==> config.mk <==
export PLATFORM = sky130hd
export DESIGN_NAME = ysyx_24100029_icache
export DESIGN_NICKNAME = d
export VERILOG_FILES = /design/src/rtl/ysyx_24100029_pkg.sv /design/src/rtl/ysyx_24100029_icache_array.sv /design/src/rtl/ysyx_24100029_icache.sv
export SDC_FILE = /design/constraint.sdc
export NUM_CORES = 2
export LEC_CHECK = 0
export BUFFER_PORTS_ARGS = -buffer_cell sky130_fd_sc_hd__buf_2
export CORE_MARGIN = 2
export CORE_UTILIZATION = 30
export DETAILED_ROUTE_END_ITERATION = 10
export PLACE_DENSITY = 0.42
export SLEW_MARGIN = 20
export SYNTH_ARGS = -nofsm -noshare
export SYNTH_HDL_FRONTEND = slang
export SYNTH_SLANG_ARGS = --single-unit
==> constraint.sdc <==
create_clock -name clock -period 11.75 [get_ports clock]
set_clock_uncertainty 0.15 [all_clocks]
set_input_delay 1.175 -clock clock [delete_from_list [all_inputs] [get_ports clock]]
set_output_delay 1.175 -clock clock [all_outputs]
set_load 0.05 [all_outputs]
==> src/rtl/ysyx_24100029_pkg.sv <==
// Shared definitions for the instruction cache: FSM state encoding and AXI4 constants.
package ysyx_24100029_pkg;

    typedef enum logic [2:0] {
        S_IDLE      = 3'd0,
        S_LOOKUP    = 3'd1,
        S_REFILL_AR = 3'd2,
        S_REFILL_R  = 3'd3,
        S_RESP      = 3'd4
    } icache_state_t;

    localparam logic [1:0] BURST_INCR  = 2'b01;
    localparam logic [1:0] RESP_OKAY   = 2'b00;
    localparam logic [1:0] RESP_SLVERR = 2'b10;
    localparam logic [2:0] SIZE_4B     = 3'b010;

endpackage

==> src/rtl/ysyx_24100029_icache_array.sv <==
// Direct-mapped storage: data words, tags and valid bits, with one word-write port,
// a line-commit port (tag + valid), a combinational read port and invalidate-all.
module ysyx_24100029_icache_array #(
    parameter int NUM_LINES  = 16,
    parameter int LINE_WORDS = 4,
    parameter int IDX_W      = $clog2(NUM_LINES),
    parameter int WORD_W     = $clog2(LINE_WORDS),
    parameter int TAG_W      = 30 - IDX_W - WORD_W
) (
    input  logic              clock,
    input  logic              reset,
    input  logic              inval_all,
    input  logic              word_we,
    input  logic [IDX_W-1:0]  wr_idx,
    input  logic [WORD_W-1:0] wr_word,
    input  logic [31:0]       wr_data,
    input  logic              line_we,
    input  logic [TAG_W-1:0]  line_tag,
    input  logic              line_valid,
    input  logic [IDX_W-1:0]  rd_idx,
    input  logic [WORD_W-1:0] rd_word,
    output logic [31:0]       rd_data,
    output logic [TAG_W-1:0]  rd_tag,
    output logic              rd_valid
);

    logic [31:0]          data_mem [NUM_LINES*LINE_WORDS];
    logic [TAG_W-1:0]     tag_mem  [NUM_LINES];
    logic [NUM_LINES-1:0] valid_q;

    always_ff @(posedge clock) begin
        if (word_we) data_mem[{wr_idx, wr_word}] <= wr_data;
        if (line_we) tag_mem[wr_idx] <= line_tag;
    end

    // Invalidate-all outranks a line commit landing on the same edge.
    always_ff @(posedge clock or negedge reset) begin
        if (!reset)         valid_q <= '0;
        else if (inval_all) valid_q <= '0;
        else if (line_we)   valid_q[wr_idx] <= line_valid;
    end

    assign rd_data  = data_mem[{rd_idx, rd_word}];
    assign rd_tag   = tag_mem[rd_idx];
    assign rd_valid = valid_q[rd_idx];

endmodule

==> src/rtl/ysyx_24100029_icache.sv <==
// Blocking direct-mapped instruction cache: IFU read slave in front, AXI4 burst
// refill master behind, one request in flight on each side.
module ysyx_24100029_icache #(
    parameter int NUM_LINES  = 16,
    parameter int LINE_WORDS = 4
) (
    input  logic        clock,
    input  logic        reset,
    input  logic        fence_i,
    output logic        busy,
    input  logic        s_arvalid,
    output logic        s_arready,
    input  logic [31:0] s_araddr,
    output logic        s_rvalid,
    input  logic        s_rready,
    output logic [31:0] s_rdata,
    output logic [1:0]  s_rresp,
    output logic        s_rlast,
    output logic        m_arvalid,
    input  logic        m_arready,
    output logic [31:0] m_araddr,
    output logic [3:0]  m_arid,
    output logic [7:0]  m_arlen,
    output logic [2:0]  m_arsize,
    output logic [1:0]  m_arburst,
    input  logic        m_rvalid,
    output logic        m_rready,
    input  logic [31:0] m_rdata,
    input  logic [1:0]  m_rresp,
    input  logic        m_rlast
);
    import ysyx_24100029_pkg::*;

    localparam int WORD_W = $clog2(LINE_WORDS);
    localparam int IDX_W  = $clog2(NUM_LINES);
    localparam int TAG_W  = 30 - IDX_W - WORD_W;
    localparam logic [WORD_W-1:0] LAST_BEAT = WORD_W'(LINE_WORDS - 1);

    icache_state_t     state;
    logic [29:0]       addr_q;
    logic [WORD_W-1:0] beat_cnt;
    logic              beat_err;
    logic              fenced;
    logic [31:0]       word_buf;

    logic [WORD_W-1:0] addr_word;
    logic [IDX_W-1:0]  addr_idx;
    logic [TAG_W-1:0]  addr_tag;
    logic [31:0]       rd_data;
    logic [TAG_W-1:0]  rd_tag;
    logic              rd_valid;
    logic              hit;
    logic              beat_fire;
    logic              beat_bad;
    logic              refill_err;
    logic              last_fire;
    logic [31:0]       req_word;
    logic              unused_addr_bits;

    assign addr_word = addr_q[WORD_W-1:0];
    assign addr_idx  = addr_q[WORD_W +: IDX_W];
    assign addr_tag  = addr_q[29 -: TAG_W];
    assign hit       = rd_valid && (rd_tag == addr_tag);

    // A beat is bad on a non-OKAY response or when rlast disagrees with the beat count.
    assign beat_fire  = (state == S_REFILL_R) && m_rvalid;
    assign beat_bad   = (m_rresp != RESP_OKAY) || (m_rlast != (beat_cnt == LAST_BEAT));
    assign refill_err = beat_err || beat_bad;
    assign last_fire  = beat_fire && m_rlast;
    assign req_word   = (beat_cnt == addr_word) ? m_rdata : word_buf;

    assign busy      = (state != S_IDLE);
    assign s_arready = (state == S_IDLE);
    assign s_rlast   = s_rvalid;
    assign m_rready  = (state == S_REFILL_R);
    assign m_araddr  = {addr_q[29:WORD_W], {(WORD_W + 2){1'b0}}};
    assign m_arid    = 4'd0;
    assign m_arlen   = 8'(LINE_WORDS - 1);
    assign m_arsize  = SIZE_4B;
    assign m_arburst = BURST_INCR;
    assign unused_addr_bits = ^s_araddr[1:0];

    ysyx_24100029_icache_array #(
        .NUM_LINES  (NUM_LINES),
        .LINE_WORDS (LINE_WORDS)
    ) u_array (
        .clock      (clock),
        .reset      (reset),
        .inval_all  (fence_i),
        .word_we    (beat_fire),
        .wr_idx     (addr_idx),
        .wr_word    (beat_cnt),
        .wr_data    (m_rdata),
        .line_we    (last_fire),
        .line_tag   (addr_tag),
        .line_valid (!refill_err && !fenced && !fence_i),
        .rd_idx     (addr_idx),
        .rd_word    (addr_word),
        .rd_data    (rd_data),
        .rd_tag     (rd_tag),
        .rd_valid   (rd_valid)
    );

    always_ff @(posedge clock) begin
        if ((state == S_IDLE) && s_arvalid) addr_q <= s_araddr[31:2];
        if (beat_fire && (beat_cnt == addr_word)) word_buf <= m_rdata;
    end

    always_ff @(posedge clock or negedge reset) begin
        if (!reset) begin
            state     <= S_IDLE;
            beat_cnt  <= '0;
            beat_err  <= 1'b0;
            fenced    <= 1'b0;
            s_rvalid  <= 1'b0;
            s_rdata   <= 32'd0;
            s_rresp   <= RESP_OKAY;
            m_arvalid <= 1'b0;
        end else begin
            case (state)
                S_IDLE: begin
                    if (s_arvalid) state <= S_LOOKUP;
                end
                S_LOOKUP: begin
                    if (hit) begin
                        state    <= S_RESP;
                        s_rvalid <= 1'b1;
                        s_rdata  <= rd_data;
                        s_rresp  <= RESP_OKAY;
                    end else begin
                        state     <= S_REFILL_AR;
                        m_arvalid <= 1'b1;
                    end
                end
                S_REFILL_AR: begin
                    if (m_arready) begin
                        state     <= S_REFILL_R;
                        m_arvalid <= 1'b0;
                        beat_cnt  <= '0;
                        beat_err  <= 1'b0;
                        fenced    <= fence_i;
                    end
                end
                S_REFILL_R: begin
                    if (fence_i) fenced <= 1'b1;
                    if (m_rvalid) begin
                        beat_cnt <= beat_cnt + 1'b1;
                        if (beat_bad) beat_err <= 1'b1;
                        if (m_rlast) begin
                            state    <= S_RESP;
                            s_rvalid <= 1'b1;
                            s_rdata  <= refill_err ? 32'd0 : req_word;
                            s_rresp  <= refill_err ? RESP_SLVERR : RESP_OKAY;
                        end
                    end
                end
                S_RESP: begin
                    if (s_rready) begin
                        state    <= S_IDLE;
                        s_rvalid <= 1'b0;
                    end
                end
                default: state <= S_IDLE;
            endcase
        end
    end

endmodule

==> flow_summary.toml <==
[outcome]
result_of_the_run = "completed"

[global_routing]
global_route.overflow_total = 0
pin_count_of_the_biggest_net_entering_global_routing = 136
groute.layer.met2.usage_pct = 28.53
grt_util_all_layers_pct = 17.14
grt_pass1_vias = 48887
global_route.peak_usage_layer = "met2"
number_of_antenna_violations_at_the_first_check_in_global_routing = 26
gr-usage-met1_pct = 23.31
grtUsageMet3_pct = 2.461
grt_first_pass_wirelength_mm = 401.4

[hold_path]
worstHoldStart = "beat_err"
hold_path.class = "reg2reg"

[place]
pre_cts_ws_ns = 5.569
gp_congestion = 0.7308
port-buffer-count = 138
place_hpwl_mm = 157.9

[route]
drc = 0
route.detailed.wl_per_inst_um = 31.33
detailedRoute.firstPassIterationCount = 5
wirelength_mm = 292.3
drtAntennaViolNets = 0
route.vias.total = 46589
route.detailed.vias_per_inst = 4.993
drt_first_iter_violations = 4607

[critical_path]
critical_path.most_common_cell = "sky130_fd_sc_hd__buf_4"
crit_path_max_incr_delay_ns = 0.82
timing_worst_setup_path_type = "reg2reg"
critPathArrivalTime_ns = 6.58
critical_path_s_slowest_cell = "sky130_fd_sc_hd__dfxtp_4"
timing.critical_path.required_ns = 12.34
worst-path-max-fanout = 59
crit_path_end_kind = "flip-flop"
start_kind = "flip-flop"
crit_chain = "buf_4 -> buf_12 -> inv_2 -> buf_4 -> mux2i_1 -> xnor2_1 -> o41a_1 -> nor4_4 -> nand3_4 -> a211oi_1"

[flow_run]
max-cap-violations = 0

[power_and_ir_drop]
vdd.ir_drop.worst_uv = 107.4
power.leakage_nw = 35.41
cellPowerDensity_mw_per_mm2 = 196.6
design_power_total_w = 0.02260

[floorplan]
initial_utilization_pct = 30.11
fp.coreArea_mm2 = 0.3303
die_area_mm2 = 0.3361
die_width_um = 579.8
rows = 211
die_h_um = 579.8
pin_count = 163

[yosys]
synth_flop_cell = "sky130_fd_sc_hd__edfxtp_1"
ys_seq_elements = 2558
synthMostInstantiatedCell = "sky130_fd_sc_hd__edfxtp_1"
syn_avg_cell_area_um2 = 22.70
synth_edf_count = 2494
synth-seq-area-share_pct = 76.88
dominant_cells_by_area_after_synthesis = "sky130_fd_sc_hd__edfxtp_1 75%, sky130_fd_sc_hd__mux4_2 16%, sky130_fd_sc_hd__dfrtp_1 1.5%"
ys_async_sr_fraction_pct = 2.267
ys_types = 66
post-synth-top-area-cell = "sky130_fd_sc_hd__edfxtp_1"
synth_cells = 4381
yosys_warnings = 0
synth_top_area_share_pct = 75.30
synth.cells.most_frequent = "2494 x sky130_fd_sc_hd__edfxtp_1, 694 x sky130_fd_sc_hd__mux4_2, 131 x sky130_fd_sc_hd__nor2_1, 127 x sky130_fd_sc_hd__mux2i_1, 114 x sky130_fd_sc_hd__clkbuf_1"
synth_area_mm2 = 0.09946

[timing]
max_freq_ghz = 0.1670
timing.final.setup_violations = 0
measured_slew_at_the_worst_slew_check_pin_ns = 1.229
final_min_period_over_clock_period_pct = 50.97
setup_ws_ns = 5.761
unrepaired_setup_endpoints_after_global_routing = "no"
post-route-min-period_ns = 5.989
final-hold-violation-count = 0
final.hold.worst_slack_ns = 0.3433
setup_tns_ns = 0
finalMaxSlewViolations = 0
max_slew_margin_pct = 18.05

[clock_tree]
cts_root_buffer = "sky130_fd_sc_hd__clkbuf_16"
clock_tree_from_tritoncts = "built"
cts.sinks = 2558
numCtsBuffers = 289
cts_repair_resize_count = 0
cts_htree_levels = 5
cts.path.max_buffers = 4
cts.clk_slew.worst_paths_ns = 0.06
clock_latency_reported_for_the_late_side_of_the_worst_skew_pair_ns = 0.84

[cells_and_area]
areaGrowthSynthToFinish_pct = 15.60
finish.net_count = 4799
drive_gt1_share_pct = 32.04
## layout by cell type (no fill, tap or decap), types with 31 or more instances in the layout
master                      instances
sky130_fd_sc_hd__mux4_2           694
sky130_fd_sc_hd__clkbuf_16        298
sky130_fd_sc_hd__nor2_1            58
sky130_fd_sc_hd__edfxtp_1        2494
sky130_fd_sc_hd__and2_1            34
sky130_fd_sc_hd__mux2_2            40
sky130_fd_sc_hd__clkinv_1          70
sky130_fd_sc_hd__dfrtp_1           58
sky130_fd_sc_hd__a22oi_1           51
sky130_fd_sc_hd__and3_1            33
sky130_fd_sc_hd__nor3_2            35
sky130_fd_sc_hd__clkinv_2          38
sky130_fd_sc_hd__buf_4            180
sky130_fd_sc_hd__nand3_1           46
sky130_fd_sc_hd__clkbuf_1          75
sky130_fd_sc_hd__nor2_4            73
sky130_fd_sc_hd__a21oi_1           40
sky130_fd_sc_hd__diode_2           31
sky130_fd_sc_hd__nand2_1           81
sky130_fd_sc_hd__buf_2            137
sky130_fd_sc_hd__mux2i_1          127
## where the power goes
group	internal, W	total (W)	switching (W)
clock network	0.00481	0.00836	0.00355
registers	0.0102	0.0104	0.000189
logic	0.00146	0.00384	0.00239
## metal layers
layer	vias to the layer above	wire, µm
met5	-	20
met4	2	8331
met3	376	13860
met2	1205	143400
met1	25763	126700
li1	19243	-
## logic make-up after synthesis
family	share of synthesized area, %
adders and majority gates	0.01258
muxes	17.46
buffers and inverters	1.535
AOI/OAI and AO/OA	1.532
xor gates and xnor gates	0.3522
DFF	76.88
and+or+nand+nor	2.222
other	0.007551
## path summary, 6_finish.rpt
kind | to | slack (ns) | depth (start not counted)
worst max-delay path | s_rdata[0] | 5.76 | 10
worst min-delay path | beat_err | 0.34 | 2
worst max register to register | s_rdata[0] | 5.76 | 10
worst min register to register | beat_err | 0.34 | 2
max in group asynchronous | s_rdata[5] | 9.64 | 3
min in group asynchronous | beat_cnt[0] | 0.65 | 2
## through the flow
| stage | instances | utilization [%] | instance area [µm²] |
|---|---|---|---|
| after floorplan | 4401 | - | 99530 |
| after global placement | 8796 | 32.18 | 106300 |
| after detailed placement | 8797 | 32.19 | 106300 |
| after CTS | 9299 | 34.78 | 114900 |
| after global routing | 9320 | 34.80 | 114900 |
| final | 9331 | 34.81 | 115000 |
## state kept, by name (all words and copies together), names as in the netlist, 2 cells and up, named ones only
register          cells
s_rdata              32
beat_cnt              2
u_array.valid_q      16
addr_q               30
u_array.tag_mem     384
state                 3
u_array.data_mem   2048
word_buf             32
## what timing repair did
item                                    4_1_cts  5_1_grt
endpoints found under the setup margin        0        0
hold buffers                                  1        0
setup buffers                                 0        0
endpoints found under the hold margin         2        0
## layout make-up
cell class              count  area (µm²)
multi-input cells        1545       22200
inverters                   7       33.78
well taps                4366        5463
clock inverters           124       768.2
flip-flops and latches   2558       76480
fillers                 30623      215300
diodes                     31       77.57
repair buffers            323        2155
clock buffers             377        7794
## critical path, delay by kind of cell (launching register included)
kind / cells / cell delay (ns)
xor gates and xnor gates: 1 / 0.14
muxes: 1 / 0.24
buffers and inverters: 4 / 2.06
and+or+nand+nor: 2 / 1.43
DFF: 1 / 0.82
AOI/OAI and AO/OA: 2 / 0.88
Note: power is estimated with default switching activity, not from simulation.
